$ cat src/rtl/sdram_port_arbiter_pkg.sv
// Shared encodings for the SDRAM two-port arbiter: decoder commands, FSM states,
// port identifiers and the arbitration rule.
package sdram_port_arbiter_pkg;

  typedef enum logic [2:0] {
    CMD_NOP    = 3'b000,
    CMD_READA  = 3'b001,
    CMD_WRITEA = 3'b010
  } cmd_t;

  typedef enum logic [1:0] {
    ST_IDLE  = 2'd0,
    ST_ISSUE = 2'd1,
    ST_GAP   = 2'd2
  } state_t;

  typedef enum logic {
    PORT_WR = 1'b0,
    PORT_RD = 1'b1
  } port_t;

  // Urgent read overrides; a tie goes to the port that was not served last.
  function automatic port_t pick_winner(input logic wr_req, input logic rd_req,
                                        input logic rd_urgent, input port_t last);
    if (rd_urgent && rd_req)  return PORT_RD;
    else if (wr_req && rd_req) return (last == PORT_WR) ? PORT_RD : PORT_WR;
    else if (wr_req)           return PORT_WR;
    else                       return PORT_RD;
  endfunction

endpackage

$ cat src/rtl/sdram_port_arbiter_burst_addr_ptr.sv
// Burst start-address pointer confined to the window [BASE, MAX); wraps to BASE
// rather than issuing a burst that would cross MAX.
module burst_addr_ptr #(
  parameter int ASIZE = 23,
  parameter int BASE  = 0,
  parameter int MAX   = 640*480,
  parameter int BURST = 256
) (
  input  logic             clk,
  input  logic             rst_n,
  input  logic             i_load,
  input  logic             i_adv,
  output logic [ASIZE-1:0] o_ptr
);

  localparam logic [ASIZE-1:0] L_BASE  = ASIZE'(BASE);
  localparam logic [ASIZE:0]   L_BURST = (ASIZE+1)'(BURST);
  localparam logic [ASIZE:0]   L_MAX   = (ASIZE+1)'(MAX);

  logic [ASIZE-1:0] r_ptr;
  logic [ASIZE:0]   w_sum;
  logic [ASIZE:0]   w_end;
  logic [ASIZE-1:0] w_next;

  // One extra bit keeps the end-of-next-burst compare free of overflow.
  assign w_sum  = {1'b0, r_ptr} + L_BURST;
  assign w_end  = w_sum + L_BURST;
  assign w_next = (w_end > L_MAX) ? L_BASE : w_sum[ASIZE-1:0];

  always_ff @(posedge clk or negedge rst_n) begin
    if (!rst_n) begin
      r_ptr <= L_BASE;
    end else if (i_load) begin
      r_ptr <= L_BASE;
    end else if (i_adv) begin
      r_ptr <= w_next;
    end
  end

  assign o_ptr = r_ptr;

endmodule

$ cat src/rtl/sdram_port_arbiter.sv
// Two-port (camera write / display read) scheduler sharing one SDRAM command
// decoder; one burst command outstanding at a time, gated by SDRAM init.
module sdram_port_arbiter
  import sdram_port_arbiter_pkg::*;
#(
  parameter int ASIZE   = 23,
  parameter int BURST   = 256,
  parameter int WR_BASE = 0,
  parameter int WR_MAX  = 640*480,
  parameter int RD_BASE = 0,
  parameter int RD_MAX  = 640*480
) (
  input  logic             CLK,
  input  logic             RESET_N,
  input  logic             Sdram_Init_Done,
  input  logic             WR_REQ,
  input  logic             WR_LOAD,
  input  logic             RD_REQ,
  input  logic             RD_URGENT,
  input  logic             RD_LOAD,
  output logic [2:0]       CMD,
  output logic [ASIZE-1:0] ADDR,
  input  logic             CMD_ACK,
  output logic             WR_GNT,
  output logic             RD_GNT,
  output logic             WR_DONE,
  output logic             RD_DONE,
  output logic [1:0]       DBG_STATE
);

  // Handshake: CMD != NOP acts as valid, CMD_ACK as a single-cycle ready. CMD and
  // ADDR hold until the accept edge; CMD_ACK outside ISSUE is ignored.
  state_t           r_state;
  cmd_t             r_cmd;
  logic [ASIZE-1:0] r_addr;
  port_t            r_win;
  port_t            r_last;
  logic             r_wr_gnt, r_rd_gnt, r_wr_done, r_rd_done;

  logic [ASIZE-1:0] w_wr_ptr, w_rd_ptr;
  logic             w_accept, w_wr_adv, w_rd_adv;
  port_t            w_win;

  assign w_accept = (r_state == ST_ISSUE) && CMD_ACK;
  assign w_wr_adv = w_accept && (r_win == PORT_WR);
  assign w_rd_adv = w_accept && (r_win == PORT_RD);
  assign w_win    = pick_winner(WR_REQ, RD_REQ, RD_URGENT, r_last);

  burst_addr_ptr #(.ASIZE(ASIZE), .BASE(WR_BASE), .MAX(WR_MAX), .BURST(BURST)) u_wr_ptr (
    .clk(CLK), .rst_n(RESET_N), .i_load(WR_LOAD), .i_adv(w_wr_adv), .o_ptr(w_wr_ptr)
  );

  burst_addr_ptr #(.ASIZE(ASIZE), .BASE(RD_BASE), .MAX(RD_MAX), .BURST(BURST)) u_rd_ptr (
    .clk(CLK), .rst_n(RESET_N), .i_load(RD_LOAD), .i_adv(w_rd_adv), .o_ptr(w_rd_ptr)
  );

  always_ff @(posedge CLK or negedge RESET_N) begin
    if (!RESET_N) begin
      r_state   <= ST_IDLE;
      r_cmd     <= CMD_NOP;
      r_addr    <= '0;
      r_win     <= PORT_WR;
      r_last    <= PORT_WR;
      r_wr_gnt  <= 1'b0;
      r_rd_gnt  <= 1'b0;
      r_wr_done <= 1'b0;
      r_rd_done <= 1'b0;
    end else begin
      r_wr_done <= 1'b0;
      r_rd_done <= 1'b0;
      case (r_state)
        ST_IDLE: begin
          if (Sdram_Init_Done && (WR_REQ || RD_REQ)) begin
            r_win    <= w_win;
            r_last   <= w_win;
            r_cmd    <= (w_win == PORT_RD) ? CMD_READA : CMD_WRITEA;
            r_addr   <= (w_win == PORT_RD) ? w_rd_ptr : w_wr_ptr;
            r_wr_gnt <= (w_win == PORT_WR);
            r_rd_gnt <= (w_win == PORT_RD);
            r_state  <= ST_ISSUE;
          end
        end
        ST_ISSUE: begin
          if (CMD_ACK) begin
            r_cmd     <= CMD_NOP;
            r_wr_gnt  <= 1'b0;
            r_rd_gnt  <= 1'b0;
            r_wr_done <= (r_win == PORT_WR);
            r_rd_done <= (r_win == PORT_RD);
            r_state   <= ST_GAP;
          end
        end
        ST_GAP:  r_state <= ST_IDLE;
        default: r_state <= ST_IDLE;
      endcase
    end
  end

  assign CMD       = r_cmd;
  assign ADDR      = r_addr;
  assign WR_GNT    = r_wr_gnt;
  assign RD_GNT    = r_rd_gnt;
  assign WR_DONE   = r_wr_done;
  assign RD_DONE   = r_rd_done;
  assign DBG_STATE = r_state;

endmodule

$ cat config.mk
export PLATFORM = sky130hd
export DESIGN_NAME = sdram_port_arbiter
export DESIGN_NICKNAME = d
export VERILOG_FILES = /design/src/rtl/sdram_port_arbiter_pkg.sv /design/src/rtl/sdram_port_arbiter_burst_addr_ptr.sv /design/src/rtl/sdram_port_arbiter.sv
export SDC_FILE = /design/constraint.sdc
export NUM_CORES = 1
export LEC_CHECK = 0
export ABC_AREA = 1
export CORE_ASPECT_RATIO = 1.75
export CORE_MARGIN = 5
export CORE_UTILIZATION = 45
export CTS_BUF_LIST = sky130_fd_sc_hd__clkbuf_8
export DETAILED_ROUTE_END_ITERATION = 10
export PLACE_DENSITY = 0.7
export SKIP_CTS_REPAIR_TIMING = 1
export SLEW_MARGIN = 10
export SYNTH_ARGS = -nofsm -noshare
export SYNTH_HDL_FRONTEND = slang
export SYNTH_SLANG_ARGS = --single-unit
$ cat constraint.sdc
create_clock -name CLK -period 6.7 [get_ports CLK]
set_clock_uncertainty 0.1 [all_clocks]
set_input_delay 1.005 -clock CLK [delete_from_list [all_inputs] [get_ports CLK]]
set_output_delay 1.005 -clock CLK [all_outputs]
set_load 0.1 [all_outputs]
### Yosys cells after proc, flatten, opt, wreduce, memory -nomap -nowiden

Index checks and enable logic that the tools add are counted.

* bits of input ports: 9
* flip-flop bits (word level): 79
* output and inout port bits: 32

* equal/unequal tests: 3
* multiplexer cells: 27
* add/subtract/negate cells: 4
* reduce and logical (&&, ||, !) cells: 14
* bitwise gates (word level): 2
* order comparisons: 2

Operators with widths (number)
* 23-bit 2-to-1 mux: 7
* 23-bit by 9-bit adder with 24-bit output, second input constant: 2
* 24-bit by 9-bit adder with 24-bit output, second input constant: 2
* 24-bit by 19-bit > comparator with 1-bit output, second input constant: 2
* 1-bit 2-to-1 mux: 11
* 1-bit logical AND: 6
* 2-bit 2-to-1 mux: 3
* 3-bit 2-to-1 mux: 2
* 3-bit one-hot mux with 2 select lines: 1
* 2-bit nonzero test: 3
* 2-bit inequality test, second input constant: 2
* 1-bit one-hot mux with 2 select lines: 2
* 2-bit one-hot mux with 2 select lines: 1
* 2-bit AND reduction: 2
* 3-bit AND reduction: 1
* 2-bit by 1-bit == test with 1-bit output, second input constant: 1
* 2-bit zero test: 1
* 1-bit NOT: 2
* 1-bit logical OR: 1

### Depth between registers and ports, before layout

Gate-level depths: netlist of run 1.

* depth in word-level cells: 6
* gate-level depth with buffers: 18
* gate-level depth less buffers: 16

### Hierarchy

From an unflattened synthesis of run 1, not the netlist that was laid out.

* cells, all modules: 712
* area, all modules: 4852.2 sq um

By module, submodules not included
* burst_addr_ptr: cells an instance 274, instances 2, area each 1601.5 sq um, seq. area each 375.4 sq um
* sdram_port_arbiter: cells an instance 164, instances 1, area each 1649.1 sq um, seq. area each 750.7 sq um

### Least setup slack after synthesis of run 1

No wires, ideal clock.

* path kind: in2reg
* start: input port Sdram_Init_Done
* end: register r_addr[10] (netlist: ADDR[10])
* buffers on the path: 1
* stages on the path: 6
* arrival: 2.355 ns
* slack: 4.103 ns
* cell sequence: inv_1 -> nor4_1 -> clkinv_1 -> clkbuf_1 -> nand2_1 -> o221ai_1

* word-level cells in the longest chain between the ends: 2

RTL lines
* from (decl): RTL line sdram_port_arbiter.sv:15 `input logic Sdram_Init_Done,`
* 1-bit logical AND: RTL line sdram_port_arbiter.sv:73 `if (Sdram_Init_Done && (WR_REQ || RD_REQ)) begin`
* 2-bit AND reduction (no source line)
* to (signal assigned): RTL line sdram_port_arbiter.sv:77 `r_addr <= (w_win == PORT_RD) ? w_rd_ptr : w_wr_ptr;`
* to (decl): RTL line sdram_port_arbiter.sv:35 `logic [ASIZE-1:0] r_addr;`

Every way passes these cells.
A chain may end at the register's enable or synchronous reset.

### Final worst setup path of run 1

* start: input port WR_REQ
* end: register r_addr[17] (netlist: ADDR[17])

* word-level cells in the longest chain between the ends: 4
* elaborated cells on any way between the ends: 8

RTL lines
* from (decl): RTL line sdram_port_arbiter.sv:16 `input logic WR_REQ,`
* 1-bit 2-to-1 mux / 1-bit logical AND (equally long branches): RTL line sdram_port_arbiter_pkg.sv:27, sdram_port_arbiter_pkg.sv:26
* 1-bit 2-to-1 mux: RTL line sdram_port_arbiter_pkg.sv:26 `else if (wr_req && rd_req) return (last == PORT_WR) ? PORT_RD : PORT_WR;`
* 1-bit 2-to-1 mux: RTL line sdram_port_arbiter_pkg.sv:25 `if (rd_urgent && rd_req) return PORT_RD;`
* 23-bit 2-to-1 mux: RTL line sdram_port_arbiter.sv:77

Parallel ways exist; a longest one is shown, timed or not.

==> flow_summary_export.csv, run 1 <==
group,metric,value,unit
logic_synthesis,yosys_register_bits,52,
logic_synthesis,synth_edf_count,0,
worst_setup_path,worst-r2r-cell-count,13,
logic_synthesis,synthCells,594,
layout,area_growth,10.9,%
floorplanning,io_pins,41,
layout,drive_gt1_frac,0.0943,
floorplanning,core-area,8670,um2
logic_synthesis,yosysTopAreaCellShare,0.328,
pwr,switching_power,0.000278,W
logic_synthesis,synthTopCellsByArea,"dfrtp_1, nand2_1, nand4_1",
clock_tree,clockBufferDepth,2,
layout,fillers,903,
drt,postRouteAntennaNets,0,
global_route,grt_pass1_vias,3717,
sta,slew_violations,0,
pwr,pwr-share-comb,0.250,
sta,finalHoldViolCount,0,
worst_setup_path,crit_chain,"clkdlybuf4s50_1, nor2_1, nor4_1, clkinv_1, nand2_1, o221ai_1",
pwr,p_clk_frac,0.312,
sta,rsz0062_at_grt,"false",
layout,stdcell_area,4400,um2
logic_synthesis,netlist_area,3970,um2
layout,utilization,0.508,
pwr,p_sw_frac,0.361,
logic_synthesis,synthArstFlopShare,1.00,
worst_setup_path,slowest_stage,"clkinv_1",
drt,totalWireLength,10300,um
pwr,vdd_drop_max,97.8,uV
sta,post-route-period-util,0.461,
clock_tree,worstSkewPairLatency,0.31,ns
clock_tree,numCtsBuffers,5,
sta,tightest_slew,1.00,ns
worst_setup_path,endpoint_kind,"flip-flop",
worst_setup_path,cp_max_fo,18,
worst_setup_path,cp.arrival,3.16,ns
floorplanning,start_util,0.458,
pwr,power_density,175,nW/um2
clock_tree,root_buffer,"clkbuf_8",
worst_hold_path,hold_depth,1,
status,status,"completed",
drt,drc,0,
worst_hold_path,min_path_type,"flip-flop to flip-flop",
sta,setup_viol,0,
job,maxCapViolations,0,
pwr,p_leak,2.02,nW
drt,dr.first_iter.drc_count,220,
sta,period_minus_slack,3.09,ns
clock_tree,tritoncts,"built",
drt,wl_per_cell,14.0,um
floorplanning,rows,45,
logic_synthesis,ys_seq_area_frac,0.328,
worst_setup_path,crit_type,"input pin to flip-flop",
floorplanning,dieArea,10900,um2
worst_setup_path,crit_cells,6,
sta,tns,0,ns
worst_setup_path,critical-path-max-stage-delay,0.65,ns
placed_design,dp_hpwl,8160,um
placed_design,post_dp_cell_area,4270,um2
floorplanning,die_w,81.0,um
global_route,grt_pass1_wl,17200,um
worst_setup_path,start_kind,"input pin",
logic_synthesis,yosys_warnings,0,
worst_setup_path,worstPathRequired,6.77,ns
worst_setup_path,critPathTopFamily,"buffers and inverters",
drt,avgViaCountPerCell,5.20,
clock_tree,path_clk_slew,0.09,ns
logic_synthesis,ys_types,30,
global_route,grt_usage,0.199,
global_route,grt_max_degree,53,
worst_setup_path,worst-path-buf-inv,2,
logic_synthesis,synthTopCellsByCount,"nand2_1, nor2_1, inv_1, dfrtp_1, nand3_1",
drt,dr.pass1.iters,5,
layout,antenna_cells,0,
sta,slew_headroom,0.330,
logic_synthesis,synth_top_area_cell,"dfrtp_1",
drt,vias,3806,
pwr,p_int,0.000491,W
global_route,gr-total-overflow,0,
pwr,pwr-share-seq,0.439,
clock_tree,htreeDepth,2,
placed_design,port_buffers,31,
layout,final_nets,629,
logic_synthesis,avgSynthCellArea,6.68,um2
placed_design,gp_congestion,0.905,
worst_setup_path,r2r_slack,3.63,ns
logic_synthesis,synth.most_common_cell,"nand2_1",
sta,fmaxAchievable,324,MHz
clock_tree,cts_sinks,52,
global_route,antenna_found_initial,0,
floorplanning,fp.dieH,134,um
logic_synthesis,synth-main-ff-cell,"dfrtp_1",
pwr,finalPower,0.000769,W
## worst reg2reg max path, cell delays in order (launching register included)
cell     delay [ns]
dfrtp_1        0.49
ha_1           0.44
nand3_1        0.16
inv_1          0.17
nand3_1        0.14
nand2_2        0.16
nor2_4         0.05
inv_2          0.06
nor2_4         0.05
nand2_1        0.07
inv_1          0.04
a21oi_1        0.78
nand4_1        0.19
nand2_1        0.11
## metrics by stage
step	std cells	setup slack, ns	hold slack [ns]
5_1_grt	732	3.35	0.398
3_3_place_gp	724	3.41	0.355
3_5_place_dp	724	3.28	0.360
6_report	732	3.61	0.375
2_1_floorplan	602	4.10	0.326
4_1_cts	732	3.61	0.373
## kinds of logic (layout without fill, tap and decap cells)
logic type,Yosys count,after routing,share of synthesized area
AO/OA/AOI/OAI,23,23,0.0435
XOR/XNOR,12,12,0.0265
adder cells (fa/ha/maj),6,6,0.0189
buffers and inverters,93,106,0.108
flip-flops,52,52,0.328
other,1,9,0.000945
AND/OR/NAND/NOR,407,407,0.474
## sequential cells by signal, indices dropped and copies added (netlist names)
signal and flops:
DBG_STATE 2, CMD 2, WR_DONE 1, ADDR 15, u_wr_ptr.o_ptr 15, r_last 1, RD_DONE 1, u_rd_ptr.o_ptr 15
## final cells by class
type | count | area (um2) | area share
tap | 117 | 146 | 0.0333
clock inverter | 1 | 30.0 | 0.00682
inverter | 66 | 248 | 0.0563
multi-input combinational | 457 | 2270 | 0.515
timing repair buffer | 32 | 313 | 0.0711
clock buffer | 7 | 96.3 | 0.0219
sequential | 52 | 1300 | 0.296
## cell usage in the layout (no fill, tap or decap), types with 5 or more instances in the layout
cell type        synthesis  final
inv_1                   60     60
xor2_1                  11     11
conb_1                   1      9
o21ai_0                  5      5
nor2_1                  71     71
clkbuf_8                 0      7
nor2_4                  10     10
dfrtp_1                 52     52
nand2_1                194    194
inv_2                    5      5
nand4_1                 43     43
nand2_2                 19     19
o221ai_1                14     14
nor2_2                  12     12
clkdlybuf4s50_1          0     30
nand3_1                 50     50
ha_1                     6      6
## path summary, 6_finish.rpt
check | from | to
worst min register to register | r_last | WR_DONE
worst min-delay path | r_last | WR_DONE
max in group asynchronous | RESET_N | u_rd_ptr.o_ptr[22]
worst max-delay path | WR_REQ | ADDR[17]
worst max register to register | u_rd_ptr.o_ptr[8] | u_rd_ptr.o_ptr[11]
min in group asynchronous | RESET_N | u_wr_ptr.o_ptr[11]
## power by group through the flow
| stage | Combinational [W] | Clock (W) | Sequential (W) |
|---|---|---|---|
| after CTS | 0.000193 | 0.000243 | 0.000338 |
| after global routing | 0.000201 | 0.000254 | 0.000339 |
| final | 0.000192 | 0.000240 | 0.000337 |
| after detailed placement | 0.000192 | 0 | 0.000344 |
| after floorplan | 0.0000931 | 0 | 0.000403 |
| after global placement | 0.000191 | 0 | 0.000343 |
## per-layer routing
layer,track usage,part of all wire,up-vias
met5,0,0,-
met4,0.0724,0.019,0
met3,0.0175,0.028,13
met2,0.379,0.57,86
met1,0.221,0.39,1768
li1,-,-,1939
(Power assumes the default switching activity.)
==> inputs of run 2 (changes only) <==
PLACE_DENSITY = 0.72   (was 0.7)
clock period = 2.78 ns   (was 6.7 ns; I/O delays follow)
==> flow_summary_export.csv, run 2 (synthesis gave the netlist of run 1 again) <==
group,metric,value,unit
drt,totalWireLength,10600,um
drt,wl_per_cell,14.2,um
pwr,p_int,0.00103,W
sta,slew_headroom,0.546,
placed_design,numPlacedInstances,738,
global_route,gr-total-overflow,0,
worst_setup_path,slowest_stage,"a21oi_2",
worst_setup_path,cp.arrival,2.66,ns
sta,rsz0062_at_grt,"false",
clock_tree,tritoncts,"built",
placed_design,post_dp_cell_area,4330,um2
clock_tree,root_buffer,"clkbuf_8",
layout,antenna_cells,0,
pwr,finalPower,0.00168,W
worst_setup_path,start_kind,"flip-flop",
floorplanning,die_w,81.0,um
floorplanning,core-area,8670,um2
drt,wl_met2,5910,um
global_route,grt_pass1_vias,3984,
floorplanning,start_util,0.458,
clock_tree,htreeDepth,2,
worst_setup_path,worst-path-buf-inv,3,
sta,slew_violations,0,
worst_setup_path,endpoint_kind,"flip-flop",
drt,postRouteAntennaNets,0,
job,maxCapViolations,0,
drt,drc,0,
pwr,p_leak,2.12,nW
placed_design,detailedPlace.worstSlack,-0.0203,ns
status,status,"completed",
floorplanning,fp.dieH,134,um
floorplanning,io_pins,41,
floorplanning,rows,45,
clock_tree,cts_sinks,52,
placed_design,port_buffers,31,
global_route,grt_usage,0.207,
layout,final_common_cell,"nand2_1",
worst_setup_path,path_common_cell,"nand2_1",
worst_setup_path,worstPathRequired,2.93,ns
worst_setup_path,crit_chain,"ha_1, nand3_2, nor2_4, nand3_1, nand2_1, inv_1, nand2_1, inv_1, nand2_1, inv_1, a21oi_2, nand4_1, nand2_1",
worst_setup_path,critical-path-max-stage-delay,0.46,ns
layout,utilization,0.515,
pwr,pwr-share-seq,0.483,
sta,fmaxAchievable,397,MHz
pwr,power_density,376,nW/um2
worst_setup_path,crit_type,"flip-flop to flip-flop",
sta,period_minus_slack,2.52,ns
layout,drive_gt1_frac,0.167,
pwr,pwr-share-comb,0.282,
drt,avgViaCountPerCell,5.40,
floorplanning,dieArea,10900,um2
worst_hold_path,min_path_type,"input pin to asynchronous set/reset pin",
drt,m1WireLength,3930,um
layout,final_nets,646,
sta,tightest_slew,0.681,ns
global_route,grt_max_degree,29,
layout,area_growth,12.6,%
sta,finalHoldViolCount,0,
layout,fin_cells,746,
drt,vias,4027,
layout,mostFrequentLayoutCells,"nand2_1, nor2_1, inv_1",
clock_tree,clockBufferDepth,2,
drt,dr.pass1.iters,5,
drt,highest_layer,"met4",
worst_setup_path,critPathTopFamily,"simple AND/OR/NAND/NOR gates",
placed_design,dp_hpwl,8410,um
clock_tree,path_clk_slew,0.09,ns
pwr,p_sw_frac,0.384,
pwr,vdd_drop_max,295,uV
pwr,switching_power,0.000645,W
sta,post-route-period-util,0.906,
placed_design,gp_congestion,0.925,
global_route,antenna_found_initial,0,
clock_tree,worstSkewPairLatency,0.31,ns
worst_setup_path,cp_max_fo,11,
clock_tree,numCtsBuffers,5,
drt,dr_wl_met3,319,um
sta,setup_slack,0.263,ns
pwr,p_clk_frac,0.235,
sta,setup_viol,0,
global_route,grt_pass1_wl,18000,um
drt,dr.first_iter.drc_count,227,
layout,stdcell_area,4470,um2
run 2: changes by cell type in the layout (fill, tap and decap cells not counted), sizes merged:
| cell | before | now |
|---|---|---|
| bufinv | 1 | 0 |
| clkdlybuf4s50 | 30 | 7 |
| buf | 2 | 42 |
| clkbuf | 7 | 5 |
run 2: path summary, 6_finish.rpt:
kind / start / to / slack (ns) / depth (start not counted)
setup / recovery: u_rd_ptr.o_ptr[9] / u_rd_ptr.o_ptr[15] / 0.26 / 13
hold / removal: RESET_N / CMD[1] / 0.04 / 1
setup reg to reg: u_rd_ptr.o_ptr[9] / u_rd_ptr.o_ptr[15] / 0.26 / 13
hold reg to reg: r_last / WR_DONE / 0.37 / 1
max in group asynchronous: RESET_N / ADDR[19] / 1.96 / 2
min in group CLK: r_last / WR_DONE / 0.37 / 1
run 2: metrics by stage:
step           hold WS (ns)  setup TNS (ns)
2_1_floorplan        0.0214               0
3_3_place_gp          0.365               0
3_5_place_dp          0.376         -0.0840
4_1_cts              0.0439          -0.305
5_1_grt              0.0838               0
6_report             0.0419               0
run 2: worst register-to-register path, delay by kind of cell, from the launching register on:
kind,cells,cell delay (ns)
AO/OA/AOI/OAI,1,0.46
adder cells (fa/ha/maj),1,0.24
buffers and inverters,3,0.17
flip-flops,1,0.45
AND/OR/NAND/NOR,8,1.05
run 2: metal layers:
metal  vias up  GRT usage
li1       1966          -
met1      1909      0.217
met2       112      0.391
met3        40     0.0202
met4         0      0.109
met5         -          0
run 2: cell type report:
| type | count | area [um2] |
|---|---|---|
| timing repair buffer | 49 | 395 |
| sequential | 52 | 1300 |
| tap | 117 | 146 |
| multi-input combinational | 457 | 2300 |
| inverter | 66 | 248 |
| clock buffer | 5 | 68.8 |
| fill | 915 | 4210 |
run 2: power by group through the flow:
| stage | Sequential [W] | Clock, W | Combinational, W |
|---|---|---|---|
| 2_1_floorplan | 0.000971 | 0 | 0.000224 |
| 3_3_place_gp | 0.000823 | 0 | 0.000464 |
| 4_1_cts | 0.000809 | 0.000409 | 0.000467 |
| 3_5_place_dp | 0.000825 | 0 | 0.000466 |
| 5_1_grt | 0.000814 | 0.000434 | 0.000497 |
| 6_report | 0.000810 | 0.000395 | 0.000473 |
==> inputs of run 3 (changes only) <==
CORE_UTILIZATION = 54   (was 45)
PLACE_DENSITY = 0.83   (was 0.72)
clock period = 2.2 ns   (was 2.78 ns; I/O delays follow)
==> flow_summary_export.csv, run 3 (synthesis gave the netlist of run 1 again) <==
group,metric,value,unit
global_route,antenna_found_initial,0,
worst_setup_path,start_kind,"flip-flop",
drt,avgViaCountPerCell,5.68,
global_route,grt_usage,0.256,
global_route,grt_pass1_vias,4266,
global_route,gr-total-overflow,0,
placed_design,gp_congestion,0.911,
drt,dr.pass1.iters,6,
layout,mostFrequentLayoutCells,"nand2_1, buf_4, nor2_1",
clock_tree,clockBufferDepth,2,
floorplanning,rows,41,
floorplanning,fp.dieH,123,um
layout,drive_gt1_frac,0.333,
worst_setup_path,r2r_start,"u_rd_ptr.o_ptr[9]",
worst_setup_path,r2r-end,"u_rd_ptr.o_ptr[8]",
sta,fmaxAchievable,388,MHz
sta,period_minus_slack,2.58,ns
layout,final_common_cell,"nand2_1",
placed_design,dp_hpwl,9070,um
layout,fin_cells,794,
floorplanning,io_pins,41,
worst_setup_path,crit_type,"flip-flop to flip-flop",
sta,rsz0062_at_grt,"true",
sta,slew_violations,0,
layout,antenna_cells,0,
placed_design,numPlacedInstances,771,
clock_tree,tritoncts,"built",
pwr,vdd_drop_max,475,uV
clock_tree,htreeDepth,2,
sta,tns,-5.95,ns
sta,slew_headroom,0.462,
worst_setup_path,r2r_slack,-0.38,ns
drt,vias,4507,
worst_setup_path,cp_max_fo,8,
global_route,grt_max_degree,27,
status,status,"finished, violations left",
drt,wl_per_cell,15.9,um
layout,final_nets,722,
floorplanning,core-area,7180,um2
sta,setup_slack,-0.377,ns
sta,tightest_slew,0.804,ns
clock_tree,cts_sinks,52,
clock_tree,path_clk_slew,0.09,ns
worst_setup_path,cp.arrival,2.73,ns
worst_setup_path,worst-r2r-cell-count,17,
worst_hold_path,min_path_type,"input pin to asynchronous set/reset pin",
clock_tree,worstSkewPairLatency,0.31,ns
global_route,grt_pass1_wl,18500,um
floorplanning,dieArea,9230,um2
sta,post-route-period-util,1.17,
job,maxCapViolations,0,
worst_setup_path,worstPathRequired,2.35,ns
status,violations,"negative setup slack",
floorplanning,start_util,0.552,
pwr,finalPower,0.00225,W
layout,stdcell_area,5430,um2
worst_setup_path,endpoint_kind,"flip-flop",
floorplanning,die_w,74.8,um
pwr,p_leak,2.58,nW
drt,totalWireLength,12600,um
placed_design,port_buffers,31,
drt,drc,0,
clock_tree,numCtsBuffers,5,
sta,hold_slack,0.259,ns
drt,postRouteAntennaNets,0,
placed_design,post_dp_cell_area,4870,um2
layout,area_growth,36.7,%
drt,dr.first_iter.drc_count,447,
sta,finalHoldViolCount,0,
pwr,power_density,414,nW/um2
sta,setup_viol,22,
clock_tree,root_buffer,"clkbuf_8",
==> run 3: cell types whose count changed in the layout (fill, tap and decap cells not counted), sizes merged <==
cell,change
clkbuf,+2
nor2,+1
buf,+73
clkinv,+2
dlygate4sd3,+1
==> run 3: stage by stage <==
step | util | worst slack [ns]
global placement | 0.679 | -0.308
finish | 0.755 | -0.377
detailed placement | 0.679 | -0.474
CTS | 0.692 | -0.491
global route | 0.755 | -0.518
floorplan | - | -0.00453
==> run 3: critical path, stage by stage (launching register included) <==
cell     delay [ns]
dfrtp_2        0.46
ha_4           0.18
nand2_2        0.08
inv_4          0.09
nand3_1        0.10
nand2_1        0.13
nand2_2        0.10
buf_6          0.14
nor2_4         0.09
nand2_2        0.08
buf_4          0.14
xor2_1         0.13
nor2_1         0.12
nand2_1        0.06
nand2_1        0.11
buf_6          0.15
nand4_1        0.11
nand2_1        0.09
==> run 3: layout make-up <==
class,instances,area (um2)
multi-input combinational,458,2610
fill,522,1760
sequential,52,1310
timing repair buffer,124,1050
inverter,66,250
tap,86,108
clock buffer,6,82.6
clock inverter,2,10.0
==> run 3: layer usage <==
layer	wire [um]	vias up	part of all wire	GRT usage
met5	0	-	0	0
met4	755	0	0.060	0.143
met3	459	73	0.036	0.0171
met2	7210	183	0.57	0.495
met1	4190	2128	0.33	0.258
li1	-	2123	-	-
==> run 3: power breakdown <==
group | internal [W] | switching (W)
combinational | 0.000141 | 0.000519
sequential | 0.000995 | 0.0000332
clock | 0.000251 | 0.000308
==> run 3: worst max-delay path by stage <==
stage,depth (start not counted),startpoint,to,slack [ns]
global placement,13,u_rd_ptr.o_ptr[9],u_rd_ptr.o_ptr[8],-0.31
detailed placement,13,u_rd_ptr.o_ptr[9],u_rd_ptr.o_ptr[18],-0.47
floorplan,15,u_wr_ptr.o_ptr[8],u_wr_ptr.o_ptr[10],-0.005
global route,17,u_rd_ptr.o_ptr[9],u_rd_ptr.o_ptr[8],-0.52
finish,17,u_rd_ptr.o_ptr[9],u_rd_ptr.o_ptr[8],-0.38
CTS,13,u_rd_ptr.o_ptr[9],u_rd_ptr.o_ptr[12],-0.49
